`config.mk`:
```
export PLATFORM = sky130hd
export DESIGN_NAME = md5_block_padder
export DESIGN_NICKNAME = d
export VERILOG_FILES = /design/src/rtl/md5_pkg.sv /design/src/rtl/md5_block_padder.sv
export SDC_FILE = /design/constraint.sdc
export NUM_CORES = 2
export LEC_CHECK = 0
export CAP_MARGIN = 10
export CORE_ASPECT_RATIO = 1.2
export CORE_MARGIN = 2
export CORE_UTILIZATION = 53
export CTS_CLUSTER_SIZE = 10
export DETAILED_ROUTE_END_ITERATION = 8
export GPL_TIMING_DRIVEN = 1
export PLACE_DENSITY = 0.81
export SYNTH_ARGS = -nofsm -noshare
export SYNTH_HDL_FRONTEND = slang
export SYNTH_SLANG_ARGS = --single-unit
```
`constraint.sdc`:
```
create_clock -name clk -period 4.1 [get_ports clk]
set_clock_uncertainty 0.15 [all_clocks]
set_input_delay 1.025 -clock clk [delete_from_list [all_inputs] [get_ports clk]]
set_output_delay 1.025 -clock clk [all_outputs]
set_load 0.1 [all_outputs]
```
`src/rtl/md5_pkg.sv`:
```
// Shared constants and FSM encoding for the MD5 message padder.
package md5_pkg;

  localparam int MD5_BLOCK_BYTES = 64;
  localparam int MD5_LEN_OFFSET  = 56;
  localparam logic [7:0] MD5_PAD_BYTE = 8'h80;

  typedef enum logic [1:0] {
    FILL,
    PAD,
    LENBLK,
    EMIT
  } md5_state_e;

endpackage

```
`src/rtl/md5_block_padder.sv`:
```
// Byte-stream to padded 512-bit block converter feeding the MD5 core.
// One block buffered; the producer stalls while it waits for the core.
module md5_block_padder
  import md5_pkg::*;
#(
  parameter int LEN_W = 64
) (
  input  logic         clk,
  input  logic         reset,
  input  logic [7:0]   in_data,
  input  logic         in_valid,
  input  logic         in_last,
  input  logic         in_zero,
  output logic         in_ready,
  output logic [511:0] blk_data,
  output logic         blk_valid,
  output logic         blk_first,
  output logic         blk_last,
  input  logic         blk_ready
);

  localparam int CNT_W = LEN_W - 3;

  md5_state_e r_state, w_state;

  logic [511:0]     r_buf, w_buf;
  logic [6:0]       r_idx, w_idx;
  logic [CNT_W-1:0] r_cnt, w_cnt;
  logic             r_first_pend, w_first_pend;
  logic             r_blk_first, w_blk_first;
  logic             r_blk_last, w_blk_last;
  logic             r_done, w_done;
  logic             r_owe80, w_owe80;

  logic [LEN_W-1:0] w_bits;
  logic [63:0]      w_len;

  assign w_bits = {r_cnt, 3'b000};

  if (LEN_W >= 64) begin : g_trunc
    assign w_len = w_bits[63:0];
  end else begin : g_ext
    assign w_len = {{(64-LEN_W){1'b0}}, w_bits};
  end

  function automatic logic [511:0] put_byte(
    input logic [511:0] b,
    input logic [5:0]   idx,
    input logic [7:0]   v
  );
    logic [511:0] r;
    r = b;
    r[{idx, 3'b000} +: 8] = v;
    return r;
  endfunction

  function automatic logic [511:0] put_len(
    input logic [511:0] b,
    input logic [63:0]  len
  );
    logic [511:0] r;
    r = b;
    r[MD5_LEN_OFFSET*8 +: 64] = len;
    return r;
  endfunction

  always_ff @(posedge clk) begin
    if (reset) begin
      r_state <= FILL;
    end else begin
      r_state <= w_state;
    end
  end

  always_ff @(posedge clk) begin
    if (reset) begin
      r_buf        <= '0;
      r_idx        <= '0;
      r_cnt        <= '0;
      r_first_pend <= 1'b1;
      r_blk_first  <= 1'b0;
      r_blk_last   <= 1'b0;
      r_done       <= 1'b0;
      r_owe80      <= 1'b0;
    end else begin
      r_buf        <= w_buf;
      r_idx        <= w_idx;
      r_cnt        <= w_cnt;
      r_first_pend <= w_first_pend;
      r_blk_first  <= w_blk_first;
      r_blk_last   <= w_blk_last;
      r_done       <= w_done;
      r_owe80      <= w_owe80;
    end
  end

  always_comb begin
    w_state      = r_state;
    w_buf        = r_buf;
    w_idx        = r_idx;
    w_cnt        = r_cnt;
    w_first_pend = r_first_pend;
    w_blk_first  = r_blk_first;
    w_blk_last   = r_blk_last;
    w_done       = r_done;
    w_owe80      = r_owe80;
    unique case (r_state)
      FILL: begin
        if (in_valid) begin
          if (!in_zero) begin
            w_buf = put_byte(r_buf, r_idx[5:0], in_data);
            w_idx = r_idx + 7'd1;
            w_cnt = r_cnt + CNT_W'(1);
          end
          if (in_last) begin
            w_state = PAD;
            w_done  = 1'b1;
          end else if (!in_zero &&
                       r_idx == 7'(MD5_BLOCK_BYTES-1)) begin
            w_state     = EMIT;
            w_blk_first = r_first_pend;
            w_blk_last  = 1'b0;
          end
        end
      end
      PAD: begin
        w_state     = EMIT;
        w_blk_first = r_first_pend;
        w_blk_last  = 1'b0;
        // idx==64: the marker moves into the length-only block
        if (r_idx[6]) begin
          w_owe80 = 1'b1;
        end else begin
          w_owe80 = 1'b0;
          w_buf   = put_byte(r_buf, r_idx[5:0], MD5_PAD_BYTE);
          if (r_idx <= 7'(MD5_LEN_OFFSET-1)) begin
            w_buf      = put_len(w_buf, w_len);
            w_blk_last = 1'b1;
          end
        end
      end
      LENBLK: begin
        w_buf = r_owe80 ?
          put_byte(r_buf, 6'd0, MD5_PAD_BYTE) : r_buf;
        w_buf       = put_len(w_buf, w_len);
        w_owe80     = 1'b0;
        w_blk_first = r_first_pend;
        w_blk_last  = 1'b1;
        w_state     = EMIT;
      end
      EMIT: begin
        if (blk_ready) begin
          w_buf        = '0;
          w_idx        = '0;
          w_first_pend = 1'b0;
          if (r_blk_last) begin
            w_cnt        = '0;
            w_first_pend = 1'b1;
            w_done       = 1'b0;
            w_state      = FILL;
          end else if (r_done) begin
            w_state = LENBLK;
          end else begin
            w_state = FILL;
          end
        end
      end
      default: w_state = FILL;
    endcase
  end

  assign in_ready  = ~reset & (r_state == FILL);
  assign blk_valid = ~reset & (r_state == EMIT);
  assign blk_first = blk_valid & r_blk_first;
  assign blk_last  = blk_valid & r_blk_last;
  assign blk_data  = reset ? '0 : r_buf;

endmodule

```
## After elaboration in Yosys (flattened, before gate mapping)

Cells that the tools add are included.

- Output and inout port bits: 516
- Word-level logic and storage cells: 100
- Register bits after elaboration: 587

- Add/sub/neg operators: 3
- Mux-type cells: 44
- Order comparisons: 1
- Shifts and indexed selects: 3
- Reduce and logical (&&, ||, !) cells: 18
- Bitwise logic cells: 6
- Equal/unequal tests: 14

Operators by type and width:

| operator | number |
|---|---|
| $mux 512 | 6 |
| $pmux 512 s4 | 1 |
| $bwmux 512 | 2 |
| $shift 8x11->512 const A | 1 |
| $shiftx 8x11->512 | 1 |
| $shiftx 8x11->512 const A | 1 |
| $mux 61 | 4 |
| $pmux 61 s2 | 1 |
| $add 61x1->61 const B | 1 |
| $mux 7 | 3 |
| $reduce_and 5->1 | 4 |
| $ne 2x2->1 const B | 9 |
| $reduce_and 4->1 | 4 |
| $mux 1 | 14 |
| $pmux 7 s2 | 1 |
| $mux 2 | 6 |
| $neg 9->11 | 1 |
| $mux 8 | 1 |
| $add 7x1->7 const B | 1 |
| $eq 7x6->1 const B | 1 |
| $le 7x6->1 const B | 1 |
| $pmux 1 s2 | 3 |
| $pmux 2 s3 | 1 |
| $reduce_bool 2->1 | 3 |
| 13 further kinds | 18 |

## Logic depth before layout (Yosys ltp)

- Depth in word-level cells: 6
- Gate-level depth with buffers: 15
- Depth with buffers taken out: 8

## Worst setup path after synthesis

No wires, ideal clock.

- Path kind: input to output
- Start point: input port reset
- End point: output port blk_data[0]
- Stages on the path: 6
- Required time: 2.925 ns
- Arrival: 3.283 ns
- Buffers on the path: 5
- Setup slack: -0.358 ns
- Path through: clkbuf_1 -> clkbuf_1 -> clkbuf_1 -> clkbuf_1 -> clkbuf_1 -> nor2_1

- Word-level cells in the longest chain between the ends: 1

Ends and longest elaborated chain:

| what | line | RTL |
|---|---|---|
| start, declared | md5_block_padder.sv:9 | `input logic reset,` |
| $mux 512 | md5_block_padder.sv:176 | `assign blk_data = reset ? '0 : r_buf;` |
| end, declared | md5_block_padder.sv:15 | `output logic [511:0] blk_data,` |

No other way between the ends.

## Worst setup path in the final report

- Start point: register r_state[1]
- End point: output port in_ready

- Word-level cells in the longest chain between the ends: 2

Ends and longest elaborated chain:

| what | line | RTL |
|---|---|---|
| start, declared | md5_block_padder.sv:24 | `md5_state_e r_state, w_state;` |
| start signal, assigned | md5_block_padder.sv:71 | `r_state <= w_state;` |
| $logic_not 2->1 | md5_block_padder.sv:172 | `assign in_ready = ~reset & (r_state == FILL);` |
| $and 1x1->1 | md5_block_padder.sv:172 |  |
| end, declared | md5_block_padder.sv:14 | `output logic in_ready,` |

No other way between the ends.

==> flow_summary.json <==
{
  "syn_nets": 3410,
  "grt_max_degree": 117,
  "io_buffer_count": 529,
  "worstPathBufferInverterCount": 3,
  "grt_usage_pct": 40.5,
  "fin_hold_ws_ps": 316,
  "via_per_inst": 6.44,
  "grt_pass1_wl_mm": 168,
  "yosysTopAreaCell": "dfxtp_1",
  "cts_num_sinks": 587,
  "gp_congestion": 0.983,
  "crit_cells": 5,
  "grt.met2_usage_pct": 64.4,
  "ys_seq_area_share_pct": 42.5,
  "numCtsBuffers": 69,
  "cp.arrival_ps": 2660,
  "reg2regPathDepth": 8,
  "path_class": "reg2out",
  "antenna_found_initial": 1,
  "ff2ff_setup_slack_ps": 440,
  "drt-initial-drc-count": 4017,
  "clockRootBuffer": "clkbuf_16",
  "fin_nets": 3881,
  "start_util_pct": 53.8,
  "path_cells": "inv_1, ha_4, nand2_1, clkinv_1, buf_12",
  "cts_buffer_depth": 3,
  "p_leak_nw": 14.2,
  "postCtsHoldBufs": 0,
  "use_met3_pct": 10.6,
  "crit_family": "buffers and inverters",
  "top_usage_layer": "met2",
  "ys_ff_latch": 587,
  "grt.overflow.total": 0,
  "min_period_ps": 3840,
  "fp-row-count": 91,
  "netlist_top_cells_area": "dfxtp_1 42%, o32ai_1 9.4%, nor2_1 5.1%, nor2b_1 4.8%, inv_1 4.4%",
  "yosysUniqueCellTypes": 96,
  "dpl_cell_area_um2": 38700,
  "yosysMostFrequentCell": "dfxtp_1",
  "timing.critical_path.from": "r_state[1]$_SDFFE_PP0P_",
  "synth_edf_count": 0,
  "area_growth_pct": 46.5,
  "crit_path_end_kind": "primary output",
  "cts_htree_levels": 3,
  "p_total_w": 0.0180,
  "drc_errors": 0,
  "fp.dieW_um": 213,
  "synth_cells": 3386,
  "dr.pass1.iters": 6,
  "vias": 29412,
  "maxCapViolations": 0,
  "status": "finished, final reports clean",
  "cts_tree": "built",
  "detail-route-antenna-nets": 0,
  "synth.top_cells.by_count": "587 x dfxtp_1, 376 x nor2_1, 321 x inv_1",
  "cp-endpoint": "in_ready",
  "slew_headroom_pct": 28.2,
  "routedWlPerCell_um": 25.0,
  "start_kind": "flip-flop",
  "yosys.area.top_type_share_pct": 42.5,
  "ys.flop_type": "dfxtp_1",
  "p_per_area_nw_per_um2": 444,
  "hpwl_mm": 81.7,
  "ios": 530,
  "ys_warn_count": 0,
  "post_cts_buffers": 0,
  "drive_above_1_share_pct": 24.4,
  "tightest_slew_ps": 1080,
  "dieArea_um2": 54000,
  "drv_slew": 0,
  "final_area_um2": 40500,
  "hp-class": "reg2reg",
  "regToRegStartpoint": "r_idx[0]$_SDFFE_PP0P_",
  "setup_viol": 0,
  "rsz0062_at_grt": "no",
  "first_global_vias": 27942,
  "irDropWorstVdd_uv": 405,
  "fmaxAchievable_mhz": 261,
  "chipHeight_um": 254,
  "max_stage_delay_ps": 540,
  "synthesis.area_um2": 27700,
  "avgSynthCellArea_um2": 8.17,
  "fin_crit_sh_pct": 93.6,
  "crit_required_ps": 2920,
  "hold_violations": 0,
  "wirelength_mm": 114,
  "met1_usage_pct": 47.3,
  "coreArea_um2": 51500,
  "cp_max_fo": 32,
  "clkTransAtPathRegs_ps": 50,
  "cpMaxStageDelayCell": "clkinv_1",
  "clk_latency_ps": 610,
  "async_reset_ff_share_pct": 0,
  "cts_resized": 0,
  "final_util_pct": 78.7
}
## cell families (layout without fill, tap and decap cells)
kind of cell / after synthesis / in the layout / share of synthesized area (%)
buffers and inverters: 577 / 1060 / 8.08
flip-flops: 587 / 587 / 42.5
adder cells (fa/ha/maj): 10 / 10 / 0.452
multiplexers: 74 / 74 / 2.69
XOR/XNOR: 34 / 34 / 1.16
other: 0 / 2 / 0
AO/OA/AOI/OAI: 832 / 832 / 22.5
AND/OR/NAND/NOR: 1272 / 1272 / 22.6
## worst register-to-register path: cells and delay by family, from the launching register on
family / cells / cell delay (ps)
AOI/OAI and AO/OA: 3 / 1240
and+or+nand+nor: 2 / 860
adders and majority gates: 1 / 610
buffers and inverters: 2 / 370
DFF: 1 / 310
## worst min-delay path by stage
stage,from,end,slack [ps],cells after the start
after global routing,flip-flop,flip-flop,330,2
after detailed placement,flip-flop,flip-flop,310,2
final,flip-flop,flip-flop,320,2
after global placement,flip-flop,flip-flop,300,2
after floorplan,flip-flop,flip-flop,290,2
after CTS,flip-flop,flip-flop,320,2
## per-layer routing
layer	up-vias	share of wire [%]
li1	12930	-
met1	13926	35
met2	2076	46
met3	480	11
met4	0	7.7
met5	-	0
## per-stage QoR
stage | instances | setup slack [ps] | TNS, ps
detailed placement | 4482 | 226 | 0
global placement | 4482 | 339 | 0
global route | 4567 | 211 | 0
CTS | 4565 | 304 | 0
floorplan | 3386 | -358 | -101480
finish | 4568 | 263 | 0
## area by class of cell
cell class / instances / area (µm²)
diodes: 2 / 5.00
clock buffers: 76 / 1780
clock inverters: 7 / 61.3
fillers: 3290 / 10900
inverters: 322 / 1210
multi-input cells: 2222 / 14100
flip-flops and latches: 587 / 11800
well taps: 697 / 872
repair buffers: 655 / 10700
## cell usage in the layout, fill, tap and decap left out, types with 45 or more instances in the layout
| cell | synthesis | layout |
|---|---|---|
| nor2_1 | 376 | 375 |
| dfxtp_1 | 587 | 587 |
| o21ai_0 | 87 | 87 |
| o21ai_1 | 49 | 49 |
| o211ai_1 | 45 | 45 |
| a21oi_1 | 126 | 126 |
| buf_4 | 2 | 180 |
| nand2_1 | 292 | 292 |
| clkbuf_16 | 0 | 70 |
| buf_12 | 0 | 461 |
| nor2b_2 | 0 | 157 |
| inv_1 | 321 | 321 |
| o32ai_1 | 296 | 296 |
| mux2i_1 | 71 | 71 |
| nand4_1 | 46 | 46 |
| nor2b_1 | 214 | 57 |
| nand3_1 | 154 | 154 |
## report_power, final
group,switching [W],leakage [nW],total (W),internal [W]
sequential,0.000101,4.73,0.00596,0.00586
clock,0.00235,0.909,0.00541,0.00306
combinational,0.00495,8.56,0.00661,0.00166
total,0.00740,14.2,0.0180,0.0106
(Power assumes the default switching activity.)
